$ cat src/rtl/mul_repeated_add_pkg.sv
// Shared types and defaults for the repeated-addition multiplier.
package mul_repeated_add_pkg;

   localparam int DEFAULT_WIDTH = 8;

   typedef enum logic [1:0] {
      ST_IDLE   = 2'd0,
      ST_LOAD_B = 2'd1,
      ST_ADD    = 2'd2,
      ST_DONE   = 2'd3
   } state_t;

endpackage

$ cat src/rtl/mul_datapath.sv
// Multiplier datapath: operand capture, min/max split, 2*WIDTH accumulator and down-counter.
// One action per cycle (load A, load B, or add); no flow control of its own.
module mul_datapath
   import mul_repeated_add_pkg::*;
#(
   parameter int WIDTH = DEFAULT_WIDTH
) (
   input  logic               clk,
   input  logic               clear,
   input  logic               load_a,
   input  logic               load_b,
   input  logic               add_en,
   input  logic [WIDTH-1:0]   data,
   output logic [2*WIDTH-1:0] product,
   output logic               count_zero
);

   logic [WIDTH-1:0]   opa_q,     opa_d;
   logic [WIDTH-1:0]   addend_q,  addend_d;
   logic [WIDTH-1:0]   count_q,   count_d;
   logic [2*WIDTH-1:0] product_q, product_d;

   always_comb begin
      opa_d     = opa_q;
      addend_d  = addend_q;
      count_d   = count_q;
      product_d = product_q;
      if (load_a) begin
         opa_d     = data;
         product_d = '0;
      end else if (load_b) begin
         // Iterate over the smaller operand; a tie keeps opA as the addend.
         if (opa_q >= data) begin
            addend_d = opa_q;
            count_d  = data;
         end else begin
            addend_d = data;
            count_d  = opa_q;
         end
      end else if (add_en) begin
         product_d = product_q + {{WIDTH{1'b0}}, addend_q};
         count_d   = count_q - WIDTH'(1);
      end
   end

   always_ff @(posedge clk) begin
      if (clear) begin
         opa_q     <= '0;
         addend_q  <= '0;
         count_q   <= '0;
         product_q <= '0;
      end else begin
         opa_q     <= opa_d;
         addend_q  <= addend_d;
         count_q   <= count_d;
         product_q <= product_d;
      end
   end

   assign product    = product_q;
   assign count_zero = (count_q == '0);

endmodule

$ cat src/rtl/mul_repeated_add.sv
// Unsigned multiplier by repeated addition; done pulses min(A,B)+2 edges after start.
// No backpressure: start is only accepted in IDLE and is dropped otherwise.
module mul_repeated_add
   import mul_repeated_add_pkg::*;
#(
   parameter int WIDTH = DEFAULT_WIDTH
) (
   input  logic               clk,
   input  logic               clear,
   input  logic               start,
   input  logic [WIDTH-1:0]   data,
   output logic [2*WIDTH-1:0] product,
   output logic               busy,
   output logic               done
);

   state_t state_q, state_d;
   logic   busy_q,  busy_d;
   logic   done_q,  done_d;
   logic   load_a;
   logic   load_b;
   logic   add_en;
   logic   count_zero;

   assign load_a = (state_q == ST_IDLE) && start;
   assign load_b = (state_q == ST_LOAD_B);
   assign add_en = (state_q == ST_ADD) && !count_zero;

   // busy/done are the registered image of the next state.
   always_comb begin
      state_d = state_q;
      busy_d  = 1'b0;
      done_d  = 1'b0;
      case (state_q)
         ST_IDLE: begin
            if (start) begin
               state_d = ST_LOAD_B;
               busy_d  = 1'b1;
            end
         end
         ST_LOAD_B: begin
            state_d = ST_ADD;
            busy_d  = 1'b1;
         end
         ST_ADD: begin
            if (count_zero) begin
               state_d = ST_DONE;
               done_d  = 1'b1;
            end else begin
               busy_d  = 1'b1;
            end
         end
         ST_DONE: begin
            state_d = ST_IDLE;
         end
         default: begin
            state_d = ST_IDLE;
         end
      endcase
   end

   always_ff @(posedge clk) begin
      if (clear) begin
         state_q <= ST_IDLE;
         busy_q  <= 1'b0;
         done_q  <= 1'b0;
      end else begin
         state_q <= state_d;
         busy_q  <= busy_d;
         done_q  <= done_d;
      end
   end

   mul_datapath #(
      .WIDTH (WIDTH)
   ) u_datapath (
      .clk        (clk),
      .clear      (clear),
      .load_a     (load_a),
      .load_b     (load_b),
      .add_en     (add_en),
      .data       (data),
      .product    (product),
      .count_zero (count_zero)
   );

   assign busy = busy_q;
   assign done = done_q;

endmodule

$ cat config.mk
export PLATFORM = sky130hd
export DESIGN_NAME = mul_repeated_add
export DESIGN_NICKNAME = d
export VERILOG_FILES = /design/src/rtl/mul_repeated_add_pkg.sv /design/src/rtl/mul_datapath.sv /design/src/rtl/mul_repeated_add.sv
export SDC_FILE = /design/constraint.sdc
export NUM_CORES = 1
export LEC_CHECK = 0
export CELL_PAD_IN_SITES_DETAIL_PLACEMENT = 1
export CELL_PAD_IN_SITES_GLOBAL_PLACEMENT = 1
export CORE_MARGIN = 1
export CORE_UTILIZATION = 46
export CTS_CLUSTER_DIAMETER = 200
export DETAILED_ROUTE_END_ITERATION = 16
export GPL_TIMING_DRIVEN = 0
export PLACE_DENSITY = 0.82
export SYNTH_ARGS = -nofsm -noshare
export SYNTH_HDL_FRONTEND = slang
export SYNTH_HIERARCHICAL = 1
export SYNTH_SLANG_ARGS = --single-unit
$ cat constraint.sdc
create_clock -name clk -period 6.08 [get_ports clk]
set_input_delay 0.608 -clock clk [delete_from_list [all_inputs] [get_ports clk]]
set_output_delay 0.608 -clock clk [all_outputs]
set_load 0.01 [all_outputs]
== Word level (Yosys, flattened, before mapping) ==
Cells that the tools add are included.

* Eq/ne operators: 5
* Order comparisons: 1
* $add $sub $neg: 2
* Bitwise gates (word level): 3
* Reduce and logical (&&, ||, !) cells: 12
* Muxes and demuxes: 11

{| class="wikitable"
|+ Operators with widths
! kind !! number
|-
| $mux W8 || 4
|-
| $add A16 B8 Y16 || 1
|-
| $ge A8 B8 Y1 || 1
|-
| $logic_not A8 Y1 || 1
|-
| $pmux W2 S4 || 1
|-
| $reduce_and A2 Y1 || 4
|-
| $sub A8 B1 Y8 const B || 1
|-
| $eq A2 B2 Y1 const B || 2
|-
| $mux W2 || 2
|-
| $ne A2 B2 Y1 const B || 2
|-
| $reduce_or A2 Y1 || 2
|-
| $mux W1 || 3
|-
| $not A1 Y1 || 3
|-
| $pmux W1 S3 || 1
|-
| $eq A2 B1 Y1 const B || 1
|-
| $logic_and A1 B1 Y1 || 2
|-
| $logic_not A2 Y1 || 1
|-
| $reduce_bool A2 Y1 || 1
|-
| $logic_not A1 Y1 || 1
|}

* Register bits after elaboration: 44
* Output and inout port bits: 18

== Longest topological paths before layout ==
Gate-level depths: netlist (run 1).

* Depth after elaboration: 5
* Gate-level depth with buffers: 10
* Mapped depth without buffers: 9

== Cells and area by module ==
Netlist (run 1), hierarchy kept.

{| class="wikitable"
|+ By module, submodules not included
! module !! times used !! seq. area each (sq um) !! cells an instance !! area an instance (sq um)
|-
| mul_datapath || 1 || 800.8 || 287 || 2446.1
|-
| mul_repeated_add || 1 || 80.1 || 24 || 225.2
|}

== Worst setup path after synthesis (run 1) ==
Ideal clock, no wire load.

* Kind: reg2reg
* Start: register u_datapath.count_q[3]
* End: register u_datapath.product_q[12] (netlist: u_datapath/product[12])
* Arrival time: 2127 ps
* Stages on the path, launching flop included: 10
* Required time: 5952 ps
* Setup time: 128 ps
* Path buffers: 1
* Clock period less this slack: 2255 ps
* Path slack: 3825 ps
* Cells stage by stage: dfxtp_1 -> nor4_1 -> nor4bb_1 -> nor2b_4 -> and4b_1 -> buf_4 -> and4_1 -> a21oi_1 -> xor2_1 -> nor2_1

* Cells in the longest elaborated chain, start to end: 4

{| class="wikitable"
|+ RTL lines
! what !! RTL line !! RTL
|-
| start, declared || mul_datapath.sv:20 || <nowiki>logic [WIDTH-1:0] count_q, count_d;</nowiki>
|-
| start signal, assigned || mul_datapath.sv:55 || <nowiki>count_q <= count_d;</nowiki>
|-
| $logic_not A8 Y1 || mul_datapath.sv:61 || <nowiki>assign count_zero = (count_q == '0);</nowiki>
|-
| via count_zero || mul_repeated_add.sv:23 || <nowiki>logic count_zero;</nowiki>
|-
| $logic_not A1 Y1 || mul_repeated_add.sv:27 || <nowiki>assign add_en = (state_q == ST_ADD) && !count_zero;</nowiki>
|-
| $logic_and A1 B1 Y1 || mul_repeated_add.sv:27 ||
|-
| via add_en || mul_repeated_add.sv:22 || <nowiki>logic add_en;</nowiki>
|-
| $reduce_and A2 Y1 (no source line) || -- ||
|-
| end signal, assigned || mul_datapath.sv:56 || <nowiki>product_q <= product_d;</nowiki>
|-
| end, declared || mul_datapath.sv:21 || <nowiki>logic [2*WIDTH-1:0] product_q, product_d;</nowiki>
|}

The timed path passes the listed nets, and every way through them passes these cells.
A chain may end at the register's enable or synchronous reset.

== Final worst setup path (run 1) ==
* Start: input port data[4]
* End: register u_datapath.addend_q[4]

* Cells in the longest elaborated chain, start to end: 2

{| class="wikitable"
|+ RTL lines
! what !! RTL line !! RTL
|-
| start, declared || mul_repeated_add.sv:11 || <nowiki>input logic [WIDTH-1:0] data,</nowiki>
|-
| $ge A8 B8 Y1 || mul_datapath.sv:33 || <nowiki>if (opa_q >= data) begin</nowiki>
|-
| $mux W8 (*) || mul_datapath.sv:33 ||
|-
| end signal, assigned || mul_datapath.sv:54 || <nowiki>addend_q <= addend_d;</nowiki>
|-
| end, declared || mul_datapath.sv:19 || <nowiki>logic [WIDTH-1:0] addend_q, addend_d;</nowiki>
|}

Every way passes the cells marked *; elsewhere a longest branch is shown, timed or not.

==> run summary, run 1 <==
outcome: finished clean
Peak VDD IR: 0.187 mV
pre-CTS setup slack: 3.07 ns
DP Wirelength: 5100 um
largest net degree at the start of global routing: 15
PD cells: 345 mW/mm2
Post-Syn Area: 0.00267 mm2
later-pin clock latency in the skew report: 0.30 ns
CP Capture Type: flop
worst min path class: reg -> reg
Antenna Nets Post-Route: 0
period utilization: 44.3%
drt wl/cell: 16.4 um
clk slew on worst S/H paths: 0.09 ns
DIE WIDTH: 78.2 um
count of cell types in the netlist: 54
most frequent cell after synthesis: dfxtp_1
CP top delay family: buffers and inverters
worst path bufs/invs: 3
Final setup viols: 0
drt pass-1 iters: 6
number of top-level pins: 29
vias in the first global route: 2435
Seq cells post-synth: 44
first-pass GRT wire length: 11700 um
WP data required: 6.24 ns
setup ws final: 3.39 ns
Final Hold Viols: 0
CTS hold repair buffers: 0
largest cells by area after synthesis: dfxtp_1 (33%), ha_1 (9.8%), mux2i_1 (8.2%)
DRT Wirelength: 6860 um
Slew Limit Fails: 0
CTS tree: built
LEAKAGE: 1.34 nW
routability-driven placement congestion ratio: 0.900
# rows: 27
YS warnings: 6
root buffer cell: clkbuf_8
# resized after CTS: 0
# diodes: 0
clk_skew: 0.0101 ns
Synth area leader: dfxtp_1
Die Footprint: 0.00612 mm2
WP data arrival: 2.85 ns
crit path cell chain: clkdlybuf4s50_1 -> inv_1 -> ha_1 -> a21oi_1 -> o211ai_1 -> a21oi_4 -> buf_4 -> mux2i_1 -> a21oi_1
number of synthesized flops with an enable pin: 0
htree depth: 2
Core Area: 0.00554 mm2
GRT Overall Usage: 24.2%
RSZ-0062 raised after global routing: false
Max Cap Viol: 0
Via density: 5.71
CP max stage delay: 0.52 ns
setup_tns: 0 ns
IO Port Bufs: 28
Worst Tran Pin Value: 0.586 ns
post-synth top area share: 33.0%
fin crit period: 2.69 ns
total grt overflow: 0
CP startpoint kind: input pin
fin nets: 379
fraction of registers with async set or reset after synthesis: 0%
share of cells above drive strength 1: 6.05%
Post CTS Setup Buffer Count: 0
via count: 2393
commonest register cell after synthesis: dfxtp_1
CTS Sinks: 44
CTS max path bufs: 2
Remaining DRCs: 0
Crit Path Max Fanout: 10
cell count after synthesis: 311
worst-case headroom to the max-slew limit: 60.4%
net count after synthesis: 344
Fmax: 372 MHz
Initial Util: 48.2%
kind of critical path: in -> reg
DRT iter0 DRCs: 39
layout overhead on the synthesized area: 18.4%
Seq/Total Area, Yosys: 33.0%
critical path's most frequent cell: a21oi_1
commonest cells in the netlist: dfxtp_1 (44), a21oi_1 (31), nor2_1 (27)
initial antenna violation count: 0
total CTS buffers: 5
Max stage delay cell, worst path: clkdlybuf4s50_1
Die Y: 78.2 um
syn_area_per_cell: 8.59 um2
final cells by class:
type	instances	area, um2
sequential	44	881
buffer	14	65.1
clock inverter	2	38.8
clock buffer	6	82.6
fill	683	2380
tap	72	90.1
multi-input combinational	236	1660
inverter	17	63.8
timing repair buffer	28	280
where the power goes:
part / leakage (nW) / internal (mW) / switching [mW] / total [mW]
clock: 0.0614 / 0.135 / 0.107 / 0.241
sequential: 0.358 / 0.345 / 0.0510 / 0.396
combinational: 0.922 / 0.179 / 0.274 / 0.453
registers in the layout, summed over array words and instances (netlist names):
register             cells
u_datapath/product      16
u_datapath/addend_q      8
u_datapath/count_q       8
u_datapath/opa_q         8
state_q                  2
busy                     1
done                     1
through the flow:
step | hold slack [ns] | util [%] | power [mW] | cells | cell area (um2)
final | 0.486 | 57.1 | 1.09 | 419 | 3160
after global routing | 0.535 | 57.1 | 1.16 | 419 | 3160
after CTS | 0.490 | 57.1 | 1.10 | 419 | 3160
after detailed placement | 0.475 | 54.9 | 0.851 | 411 | 3040
after global placement | 0.457 | 54.9 | 0.833 | 411 | 3040
after floorplan | 0.481 | - | 0.723 | 311 | 2670
cells in the final DEF, fill, tap and decap left out, types with 2 or more instances in the layout:
cell             count
nand3_1              5
buf_2                4
o311ai_0             2
or3_1                6
o21a_1               6
a211oi_1             4
o311a_1              2
and2_1               3
nor4_1               2
buf_1                2
and3_1               2
a21oi_1             31
clkdlybuf4s50_1     28
nand2_1             21
nand2b_1             3
o22ai_1              4
buf_4                2
nand4_1              4
nor3_1               5
clkbuf_1             6
and4_1               3
clkbuf_8             6
a21o_1               2
a31oi_1              2
o21ai_0             25
nor2_1              27
mux2i_1             22
ha_1                21
dfxtp_1             44
nor2b_1              5
xor2_1               5
inv_1               17
logic make-up (layout without fill, tap and decap cells):
kind of cell / after synthesis / after routing / synth area share, %
buffers and inverters: 31 / 67 / 4.82
flip-flops: 44 / 44 / 33.0
adder cells (fa/ha/maj): 22 / 22 / 10.6
multiplexers: 22 / 22 / 8.24
XOR/XNOR: 6 / 6 / 1.97
AND/OR/NAND/NOR: 94 / 94 / 18.9
AO/OA/AOI/OAI: 92 / 92 / 22.5
layer usage:
metal	GRT usage, %	vias up	part of all wire [%]
li1	-	1200	-
met1	30.2	1148	48
met2	42.7	36	48
met3	3.84	9	2.5
met4	6.85	0	1.3
met5	0	-	0
worst register-to-register path, cell delays in order (launching register included):
cell and delay [ns]:
dfxtp_1 0.36, nor4_1 0.50, nor4bb_1 0.55, nor2b_4 0.15, nand2b_1 0.10, buf_1 0.36, nor4b_1 0.16, a21oi_1 0.16
o311ai_0 0.16
worst paths after layout:
| path | from | end | slack (ns) | cells past startpoint |
|---|---|---|---|---|
| max reg2reg | u_datapath/count_q[3]$_SDFFE_PP0P_ | u_datapath/product[6]$_SDFFE_PP0P_ | 3.44 | 8 |
| min | u_datapath/product[0]$_SDFFE_PP0P_ | u_datapath/product[0]$_SDFFE_PP0P_ | 0.49 | 2 |
| max | data[4] | u_datapath/addend_q[4]$_SDFFE_PP0P_ | 3.39 | 9 |
| min reg2reg | u_datapath/product[0]$_SDFFE_PP0P_ | u_datapath/product[0]$_SDFFE_PP0P_ | 0.49 | 2 |
(Power assumes the default switching activity.)
==> run 2, diff against run 1 <==
--- a/config.mk
+++ b/config.mk
@@ -8,11 +8,11 @@
 export CELL_PAD_IN_SITES_DETAIL_PLACEMENT = 1
 export CELL_PAD_IN_SITES_GLOBAL_PLACEMENT = 1
 export CORE_MARGIN = 1
-export CORE_UTILIZATION = 46
+export CORE_UTILIZATION = 43
 export CTS_CLUSTER_DIAMETER = 200
 export DETAILED_ROUTE_END_ITERATION = 16
 export GPL_TIMING_DRIVEN = 0
-export PLACE_DENSITY = 0.82
+export PLACE_DENSITY = 0.77
 export SYNTH_ARGS = -nofsm -noshare
 export SYNTH_HDL_FRONTEND = slang
 export SYNTH_HIERARCHICAL = 1
==> constraint.sdc (replaced) <==
create_clock -name clk -period 2.66 [get_ports clk]
set_input_delay 0.266 -clock clk [delete_from_list [all_inputs] [get_ports clk]]
set_output_delay 0.266 -clock clk [all_outputs]
set_load 0.01 [all_outputs]
==> run 2 against run 1 <==
Sequential power increased by 130%. Clock power increased by 87%. Cell area decreased by 0.36%. Global-route usage decreased by 1.9 points. Worst hold slack got worse by 0.00059 ns. Worst setup slack got worse by 3.1 ns. Non-clock buffer count unchanged. Power increased by 120%.
==> run summary, run 2 (synthesis gave the netlist of run 1 again) <==
IO Port Bufs: 28 (unchanged)
hold_sp: u_datapath/product[0]$_SDFFE_PP0P_ (unchanged)
Via density: 5.70 (was 5.71)
critical path's most frequent cell: a21oi_1 (unchanged)
Max Cap Viol: 0 (unchanged)
Final setup viols: 0 (unchanged)
layout overhead on the synthesized area: 18.0% (was 18.4%)
Clock Power Share: 18.7% (was 22.1%)
Final Hold Viols: 0 (unchanged)
Worst Tran Pin Value: 0.519 ns (was 0.586 ns)
Die Y: 80.8 um (was 78.2 um)
later-pin clock latency in the skew report: 0.30 ns (about the same)
fin cells: 422 (was 419)
Hold Path Sink: u_datapath/product[0]$_SDFFE_PP0P_ (unchanged)
worst min path class: reg -> reg (unchanged)
crit path cell chain: inv_1 -> ha_1 -> nor4bb_2 -> nor2b_4 -> nor4b_4 -> a21oi_1 -> o21ai_0 -> a21oi_1 -> or3_1 (was clkdlybuf4s50_1 -> inv_1 -> ha_1 -> a21oi_1 -> o211ai_1 -> a21oi_4 -> buf_4 -> mux2i_1 -> a21oi_1)
total grt overflow: 0 (unchanged)
fin nets: 379 (unchanged)
total CTS buffers: 5 (unchanged)
number of top-level pins: 29 (unchanged)
CTS max path bufs: 2 (unchanged)
Core Area: 0.00596 mm2 (was 0.00554 mm2)
Fmax: 415 MHz
WP data arrival: 2.59 ns (was 2.85 ns)
routability-driven placement congestion ratio: 0.820 (was 0.900)
DIE WIDTH: 80.8 um (was 78.2 um)
Slew Limit Fails: 0 (unchanged)
Remaining DRCs: 0 (unchanged)
DRT Wirelength: 6700 um (was 6860 um)
via count: 2404 (was 2393)
setup ws final: 0.250 ns (was 3.39 ns)
DP Wirelength: 5020 um (was 5100 um)
clk slew on worst S/H paths: 0.09 ns (about the same)
clk_skew: 0.0118 ns (was 0.0101 ns)
LEAKAGE: 1.33 nW (was 1.34 nW)
pre-CTS setup slack: 0.00217 ns (was 3.07 ns)
GRT Overall Usage: 22.3% (was 24.2%)
largest net degree at the start of global routing: 14 (was 15)
Initial Util: 44.9% (was 48.2%)
CTS tree: built (unchanged)
r2r endpoint: u_datapath/count_q[7]$_SDFFE_PP0P_ (was u_datapath/product[6]$_SDFFE_PP0P_)
most frequent cells in the layout: dfxtp_1 (44), a21oi_1 (31), clkdlybuf4s50_1 (28) (unchanged)
hold path depth: 2 (unchanged)
Tot Pwr: 2.40 mW (was 1.09 mW)
Die Footprint: 0.00653 mm2 (was 0.00612 mm2)
period utilization: 90.6%
flop-to-flop setup slack: 0.25 ns (was 3.44 ns)
Placed Cells: 414 (was 411)
# diodes: 0 (unchanged)
htree depth: 2 (unchanged)
fin crit period: 2.41 ns
Logic pwr share: 43.6% (was 41.6%)
root buffer cell: clkbuf_8 (unchanged)
DRT iter0 DRCs: 48 (was 39)
final core occ: 52.9% (was 57.1%)
Reg power frac: 37.7% (was 36.3%)
switching share of total power: 40.7% (was 39.6%)
worst-case headroom to the max-slew limit: 65.1% (was 60.4%)
share of cells above drive strength 1: 6.34% (was 6.05%)
initial antenna violation count: 0 (unchanged)
PD cells: 762 mW/mm2 (was 345 mW/mm2)
Hold Slack: 0.486 ns (about the same)
Psw: 0.978 mW (was 0.432 mW)
Pint: 1.43 mW (was 0.658 mW)
most common cell after layout, fill and taps aside: dfxtp_1 (unchanged)
CP max stage delay: 0.42 ns (was 0.52 ns)
drt wl/cell: 15.9 um (was 16.4 um)
vias in the first global route: 2329 (was 2435)
Crit Path Max Fanout: 9 (was 10)
post-route design area: 0.00315 mm2 (was 0.00316 mm2)
setup_tns: 0 ns (unchanged)
Max stage delay cell, worst path: dfxtp_1 (was clkdlybuf4s50_1)
CTS Sinks: 44 (unchanged)
WP data required: 2.84 ns (was 6.24 ns)
CP startpoint kind: flop (was input pin)
RSZ-0062 raised after global routing: false (unchanged)
first-pass GRT wire length: 11200 um (was 11700 um)
Area after DPL: 0.00305 mm2 (was 0.00304 mm2)
CP Capture Type: flop (unchanged)
drt pass-1 iters: 4 (was 6)
number of flip-flops in the largest register: 16 (unchanged)
outcome: finished clean (unchanged)
Worst Reg-to-Reg Cells: 9 (was 8)
kind of critical path: reg -> reg (was in -> reg)
Peak VDD IR: 0.430 mV (was 0.187 mV)
# rows: 28 (was 27)
Antenna Nets Post-Route: 0 (unchanged)
Critical R2R Launch: u_datapath/count_q[0]$_SDFFE_PP0P_ (was u_datapath/count_q[3]$_SDFFE_PP0P_)
-- run 2: cell types whose count changed in the layout (fill, tap and decap cells not counted), sizes merged --
| cell | delta |
|---|---|
| clkbuf | +1 |
| bufinv | -1 |
| clkinv | -1 |
| clkinvlp | +1 |
-- run 2: worst max-delay path by stage --
stage          cells after the start  slack (ns)                                  end                               start
3_3_place_gp                       9        0.04  u_datapath/addend_q[4]$_SDFFE_PP0P_                             data[7]
2_1_floorplan                      9        0.41  u_datapath/product[12]$_SDFFE_PP0P_  u_datapath/count_q[3]$_SDFFE_PP0P_
5_1_grt                            8        0.03   u_datapath/product[8]$_SDFFE_PP0P_             state_q[1]$_SDFFE_PP0P_
4_1_cts                            9        0.02  u_datapath/product[12]$_SDFFE_PP0P_  u_datapath/count_q[3]$_SDFFE_PP0P_
3_5_place_dp                       9       0.002  u_datapath/addend_q[4]$_SDFFE_PP0P_                             data[7]
6_report                           9        0.25   u_datapath/count_q[7]$_SDFFE_PP0P_  u_datapath/count_q[0]$_SDFFE_PP0P_
-- run 2: power groups by stage --
| stage | clock, mW | combinational [mW] | sequential (mW) |
|---|---|---|---|
| 6_report | 0.450 | 1.05 | 0.905 |
| 5_1_grt | 0.483 | 1.18 | 0.923 |
| 4_1_cts | 0.461 | 1.04 | 0.901 |
| 3_5_place_dp | 0 | 1.03 | 0.915 |
| 3_3_place_gp | 0 | 0.999 | 0.909 |
| 2_1_floorplan | 0 | 0.762 | 0.890 |
-- run 2: area by class of cell --
| type | instances | area [um2] |
|---|---|---|
| well taps | 75 | 93.8 |
| multi-input cells | 236 | 1670 |
| plain buffers | 14 | 65.1 |
| flip-flops and latches | 44 | 881 |
| repair buffers | 28 | 280 |
| clock buffers | 7 | 86.3 |
| clock inverters | 1 | 7.51 |
| fillers | 721 | 2800 |
| inverters | 17 | 63.8 |
-- run 2: critical path: cells and delay by family, from the launching register on --
family	cells	cell delay (ns)
AND/OR/NAND/NOR	4	1.17
flip-flops	1	0.42
AO/OA/AOI/OAI	3	0.36
adder cells (fa/ha/maj)	1	0.24
buffers and inverters	1	0.09
-- run 2: metal layers --
layer	share of wire, %	global-route usage, %	vias up	wire, um
li1	-	-	1210	-
met1	48	28.9	1158	3240
met2	48	37.9	28	3240
met3	1.9	3.71	8	130
met4	1.3	6.07	0	89
met5	0	0	-	0
-- run 2: repair_timing --
| action | in CTS | in global routing |
|---|---|---|
| hold buffers | 0 | 0 |
| endpoints found under the setup margin | 0 | 11 |
| resized for setup | 0 | 2 |
| buffers inserted | 0 | 0 |
